<file path="config.mk">
export PLATFORM = sky130hd
export DESIGN_NAME = muldiv_wb_queue
export DESIGN_NICKNAME = d
export VERILOG_FILES = /design/src/rtl/muldiv_wb_queue_pkg.sv /design/src/rtl/muldiv_wbq_fifo.sv /design/src/rtl/muldiv_wb_queue.sv
export SDC_FILE = /design/constraint.sdc
export NUM_CORES = 1
export LEC_CHECK = 0
export CAP_MARGIN = 5
export CELL_PAD_IN_SITES_DETAIL_PLACEMENT = 1
export CELL_PAD_IN_SITES_GLOBAL_PLACEMENT = 2
export CORE_ASPECT_RATIO = 0.9
export CORE_MARGIN = 2
export CORE_UTILIZATION = 42
export CTS_BUF_LIST = sky130_fd_sc_hd__clkbuf_8 sky130_fd_sc_hd__clkbuf_16
export DETAILED_ROUTE_END_ITERATION = 8
export PLACE_DENSITY = 0.87
export SYNTH_ARGS = -nofsm -noshare
export SYNTH_HDL_FRONTEND = slang
export SYNTH_SLANG_ARGS = --single-unit
</file>
<file path="constraint.sdc">
create_clock -name clk -period 4.5 [get_ports clk]
set_input_delay 0.45 -clock clk [delete_from_list [all_inputs] [get_ports clk]]
set_output_delay 0.45 -clock clk [all_outputs]
set_load 0.05 [all_outputs]
</file>
<file path="src/rtl/muldiv_wb_queue_pkg.sv">
// muldiv_wb_queue_pkg: shared widths, default depth and writeback entry type
`ifndef XLEN
`define XLEN 32
`endif
`ifndef HART_ID_W
`define HART_ID_W 2
`endif
`ifndef REG_ADDR_W
`define REG_ADDR_W 5
`endif
`ifndef MULDIV_WBQ_DEPTH
`define MULDIV_WBQ_DEPTH 4
`endif

package muldiv_wb_queue_pkg;
    localparam int XLEN       = `XLEN;
    localparam int HART_ID_W  = `HART_ID_W;
    localparam int REG_ADDR_W = `REG_ADDR_W;
    localparam int WBQ_DEPTH  = `MULDIV_WBQ_DEPTH;
    localparam int NUM_HARTS  = 2 ** HART_ID_W;

    typedef struct packed {
        logic [HART_ID_W-1:0]  hart_id;
        logic [REG_ADDR_W-1:0] rd;
        logic [XLEN-1:0]       data;
    } wb_entry_t;

    localparam int ENTRY_W = $bits(wb_entry_t);

    // One-hot hart mask, all zero when en is low
    function automatic logic [NUM_HARTS-1:0] hart_mask(input logic [HART_ID_W-1:0] h, input logic en);
        return {{(NUM_HARTS-1){1'b0}}, en} << h;
    endfunction
endpackage

</file>
<file path="src/rtl/muldiv_wbq_fifo.sv">
// muldiv_wbq_fifo: synchronous FIFO holding completed muldiv results until the regfile port is free
module muldiv_wbq_fifo #(
    parameter int DEPTH = 4,
    parameter int W     = 8
) (
    input  logic         clk,
    input  logic         rst_n,
    input  logic         push,
    input  logic         pop,
    input  logic [W-1:0] din,
    output logic [W-1:0] dout,
    output logic         full,
    output logic         empty
);
    localparam int AW = $clog2(DEPTH);

    logic [W-1:0]  mem [DEPTH];
    logic [AW-1:0] rd_ptr;
    logic [AW-1:0] wr_ptr;
    logic [AW:0]   count;
    logic          do_pop;
    logic          do_push;

    assign empty   = count == '0;
    assign full    = count == (AW+1)'(DEPTH);
    assign do_pop  = pop && !empty;
    assign do_push = push && (!full || do_pop);
    assign dout    = mem[rd_ptr];

    // Pointers wrap naturally since DEPTH is a power of two; a full queue accepts a push only alongside a pop
    always_ff @(posedge clk or negedge rst_n) begin
        if (!rst_n) begin
            rd_ptr <= '0;
            wr_ptr <= '0;
            count  <= '0;
        end else begin
            rd_ptr <= rd_ptr + AW'(do_pop);
            wr_ptr <= wr_ptr + AW'(do_push);
            count  <= count + (AW+1)'(do_push) - (AW+1)'(do_pop);
        end
    end

    // Storage is unreset; contents are only observed through a valid head
    always_ff @(posedge clk) begin
        if (do_push) mem[wr_ptr] <= din;
    end
endmodule

</file>
<file path="src/rtl/muldiv_wb_queue.sv">
// muldiv_wb_queue: queues muldiv completions for regfile writeback and tracks per-hart outstanding ops
module muldiv_wb_queue
    import muldiv_wb_queue_pkg::*;
#(
    parameter int DEPTH = WBQ_DEPTH
) (
    input  logic                  clk,
    input  logic                  rst_n,
    input  logic                  muldiv_start,
    input  logic [HART_ID_W-1:0]  muldiv_hart_id,
    input  logic                  muldiv_done,
    input  logic [XLEN-1:0]       muldiv_result,
    input  logic [HART_ID_W-1:0]  muldiv_done_hart_id,
    input  logic [REG_ADDR_W-1:0] muldiv_done_rd,
    input  logic                  wb_pipe_valid,
    output logic                  wb_valid,
    output logic [HART_ID_W-1:0]  wb_hart_id,
    output logic [REG_ADDR_W-1:0] wb_rd,
    output logic [XLEN-1:0]       wb_data,
    output logic [NUM_HARTS-1:0]  hart_pending,
    output logic                  q_full,
    output logic                  ovf_err,
    output logic                  proto_err
);
    wb_entry_t            enq_entry;
    wb_entry_t            head;
    logic                 empty;
    logic                 enq;
    logic                 rd_zero;
    logic                 pop;
    logic [NUM_HARTS-1:0] pending_nxt;
    logic                 proto_hit;
    logic                 ovf_hit;

    assign enq       = muldiv_done && (muldiv_done_rd != '0);
    assign rd_zero   = muldiv_done && (muldiv_done_rd == '0);
    assign wb_valid  = !empty && !wb_pipe_valid;
    assign pop       = wb_valid;
    assign enq_entry = '{hart_id: muldiv_done_hart_id, rd: muldiv_done_rd, data: muldiv_result};
    assign wb_hart_id = head.hart_id;
    assign wb_rd      = head.rd;
    assign wb_data    = head.data;

    muldiv_wbq_fifo #(
        .DEPTH (DEPTH),
        .W     (ENTRY_W)
    ) u_fifo (
        .clk   (clk),
        .rst_n (rst_n),
        .push  (enq),
        .pop   (pop),
        .din   (enq_entry),
        .dout  (head),
        .full  (q_full),
        .empty (empty)
    );

    // Pending scoreboard update (set beats clear) and protocol/overflow error detection against the current mask
    always_comb begin
        pending_nxt = (hart_pending & ~(hart_mask(head.hart_id, pop) | hart_mask(muldiv_done_hart_id, rd_zero)))
                    | hart_mask(muldiv_hart_id, muldiv_start);
        proto_hit   = (muldiv_start && hart_pending[muldiv_hart_id])
                    || (pop && !hart_pending[head.hart_id])
                    || (rd_zero && !hart_pending[muldiv_done_hart_id]);
        ovf_hit     = enq && q_full && !pop;
    end

    // Scoreboard and sticky error flags; errors clear only on reset
    always_ff @(posedge clk or negedge rst_n) begin
        if (!rst_n) begin
            hart_pending <= '0;
            ovf_err      <= 1'b0;
            proto_err    <= 1'b0;
        end else begin
            hart_pending <= pending_nxt;
            ovf_err      <= ovf_err || ovf_hit;
            proto_err    <= proto_err || proto_hit;
        end
    end
endmodule

</file>
==> reports/qor.txt <==
YS warnings: 0
n_diodes: 0
vias: 3,106
Final Max Tran Viols: 0
Worst Tran Pin Value: 1050 ps
worst skew pair latency: 420 ps
reg2reg setup slack: 2070 ps
post-synthesis instance total: 272
P_int: 3950 uW
HP Class: in2async
crit path cell chain: mux4_2 > clkdlybuf4s50_1
worst setup path class: reg2out
initial core utilization: 43.1%
MaxCap Viol Count: 0
die area: 0.0162 sq mm
Ports: 93
CTS buffer count: 17
Max Buffers Root-to-Sink: 2
first-pass GRT wire length: 19,500 um
Synth Register Bits: 169
crit-path max FO: 41
Die H: 121 um
CP Launch Type: flop
Achievable Freq: 303 MHz
Net Sw Frac: 37.1%
post-synthesis net count: 322
Nets: 428
Worst path slowest cell: dfrtp_4
pin count of the biggest net entering global routing: 42
power per cell area: 769 mW/mm^2
sequential share of power: 37.9%
Clock transition at path regs: 70 ps
main area contributors after synthesis: edfxtp_1 74%, mux4_2 14%, dfrtp_1 5.1%, mux2i_1 0.63%, ha_1 0.59%
clk sinks: 169
DRC Markers: 0
Static Leakage: 0.00270 uW
final setup fails: 0
fin crit share: 73.3%
GRT overflow: 0
CTS root buf: clkbuf_16
initial antenna violation count: 0
Primary FF master, synth: edfxtp_1
fraction of layout cells with a size suffix above 1: 21.8%
post-layout util: 55.3%
Max-slew headroom: 30.0%
top cell type by total area after synthesis: edfxtp_1
crit path DAT: 2850 ps
TritonRoute pass-1 iters: 4
Worst EP required: 4050 ps
Post-synth EDFFs: 156
maximum vdd ir drop: 0.492 mV
syn avg cell area: 23.4 sq um
drt via density: 5.28
Detailed Route Iter0 Violations: 195
post-synthesis sequential area ratio: 78.6%
cts repair resizes: 0
Port Buffers: 92
crit path time final: 3300 ps
Post-synth ARST share: 7.69%
clock tree from TritonCTS: built
count leader, synth: edfxtp_1
Clock power frac: 24.2%
Rows: 42
number of global-route vias before repair: 3,472
gpl congestion: 0.733
Post-CTS Hold Buffers: 0
post-DR wirelength/cell: 21.3 um
dpl hpwl: 7850 um
Yosys top cell area share: 73.5%
Distinct cells, synth: 32
DRT antenna net count: 0
gr usage total: 16.8%
Fin Setup TNS: 0 ps
Cell Area, Synth: 0.00637 sq mm
status: complete, no violations
H-Tree Depth: 4
die span in x: 134 um
Post-CTS Setup Inserts: 0
core area: 0.0148 sq mm
layout overhead on the synthesized area: 28.2%
Layout Skew: 7.20 ps
sw power: 2330 uW
crit end category: output port
Gate power share: 37.9%
final wirelength: 12,500 um
Synth top cells by count: 156 x edfxtp_1, 40 x mux4_2, 13 x dfrtp_1
final hold vios: 0
max incr delay on CP: 970 ps
Power Total: 6280 uW
RSZ-0062 raised after global routing: no
worst max-delay path: cells and delay by family (launching register included):
family,cells,cell delay [ps]
DFF,1,970
buffers and inverters,1,740
muxes,1,710
per-stage QoR:
| stage | instances | hold slack, ps | instance area, sq um | worst slack, ps |
|---|---|---|---|---|
| global placement | 557 | 478 | 7540 | 1330 |
| CTS | 588 | 413 | 8160 | 1110 |
| global route | 588 | 424 | 8160 | 1010 |
| finish | 588 | 406 | 8160 | 1200 |
| detailed placement | 557 | 490 | 7540 | 1250 |
| floorplan | 272 | 154 | 6370 | 138 |
metal layers:
metal	part of all wire, %	up-vias	GRT usage [%]
met5	0	-	0
met4	1.8	0	6.72
met3	5.0	20	4.44
met2	50	97	27.1
met1	43	1633	21.8
li1	-	1356	-
kinds of logic after synthesis:
kind of cell	after synthesis	synth area share, %
compound gates	13	1.69
xor+xnor	5	0.688
flops	169	78.6
fa+ha+maj	4	0.904
simple gates	18	1.91
mux	44	14.8
buf+inv	19	1.39
placed cells by master (no fill, tap or decap), types with 2 or more instances in the layout:
cell type        count
edfxtp_1           156
a32oi_1              4
clkinv_4             5
xor2_1               3
clkinv_2             2
dfrtp_1             11
mux2i_1              4
bufinv_16            4
buf_4                4
xnor2_1              2
clkinvlp_4           2
ha_1                 3
nor3_2               2
clkbuf_16           17
nor3b_2              2
clkdlybuf4s50_1     92
nand2_1              4
o2bb2ai_1            2
inv_1               10
nor3b_1              2
nand2b_1             2
mux4_2              40
nor2_1               2
worst paths after layout:
kind                                       startpoint  depth (start not counted)                          end
max reg2reg                 u_fifo.count[2]$_DFF_PN0_                          5  u_fifo.mem[1][10]$_DFFE_PP_
max in group asynchronous                       rst_n                          1   u_fifo.rd_ptr[0]$_DFF_PN0_
min in group clk            u_fifo.count[2]$_DFF_PN0_                          1    u_fifo.count[2]$_DFF_PN0_
min reg2reg                 u_fifo.count[2]$_DFF_PN0_                          1    u_fifo.count[2]$_DFF_PN0_
max                        u_fifo.rd_ptr[0]$_DFF_PN0_                          2                wb_hart_id[1]
min                                             rst_n                          1    hart_pending[3]$_DFF_PN0_
sequential cells by signal, summed over array words and instances (netlist names):
register,flops
hart_pending,4
u_fifo.wr_ptr,2
u_fifo.mem,156
ovf_err,1
u_fifo.rd_ptr,2
proto_err,1
u_fifo.count,3
power by group through the flow:
stage | Combinational, uW | Clock (uW) | Sequential [uW]
floorplan | 1740 | 0 | 2280
global placement | 2360 | 0 | 2400
detailed placement | 2400 | 0 | 2420
CTS | 2410 | 1550 | 2390
global route | 2490 | 1610 | 2440
finish | 2380 | 1520 | 2380
area by class of cell:
type,instances,area [sq um]
clock buffers,17,425
fillers,1279,6600
clock inverters,14,200
repair buffers,96,951
well taps,198,248
flip-flops and latches,169,5010
multi-input cells,84,1290
inverters,10,37.5
No activity file was read; power rests on OpenSTA's default activity.
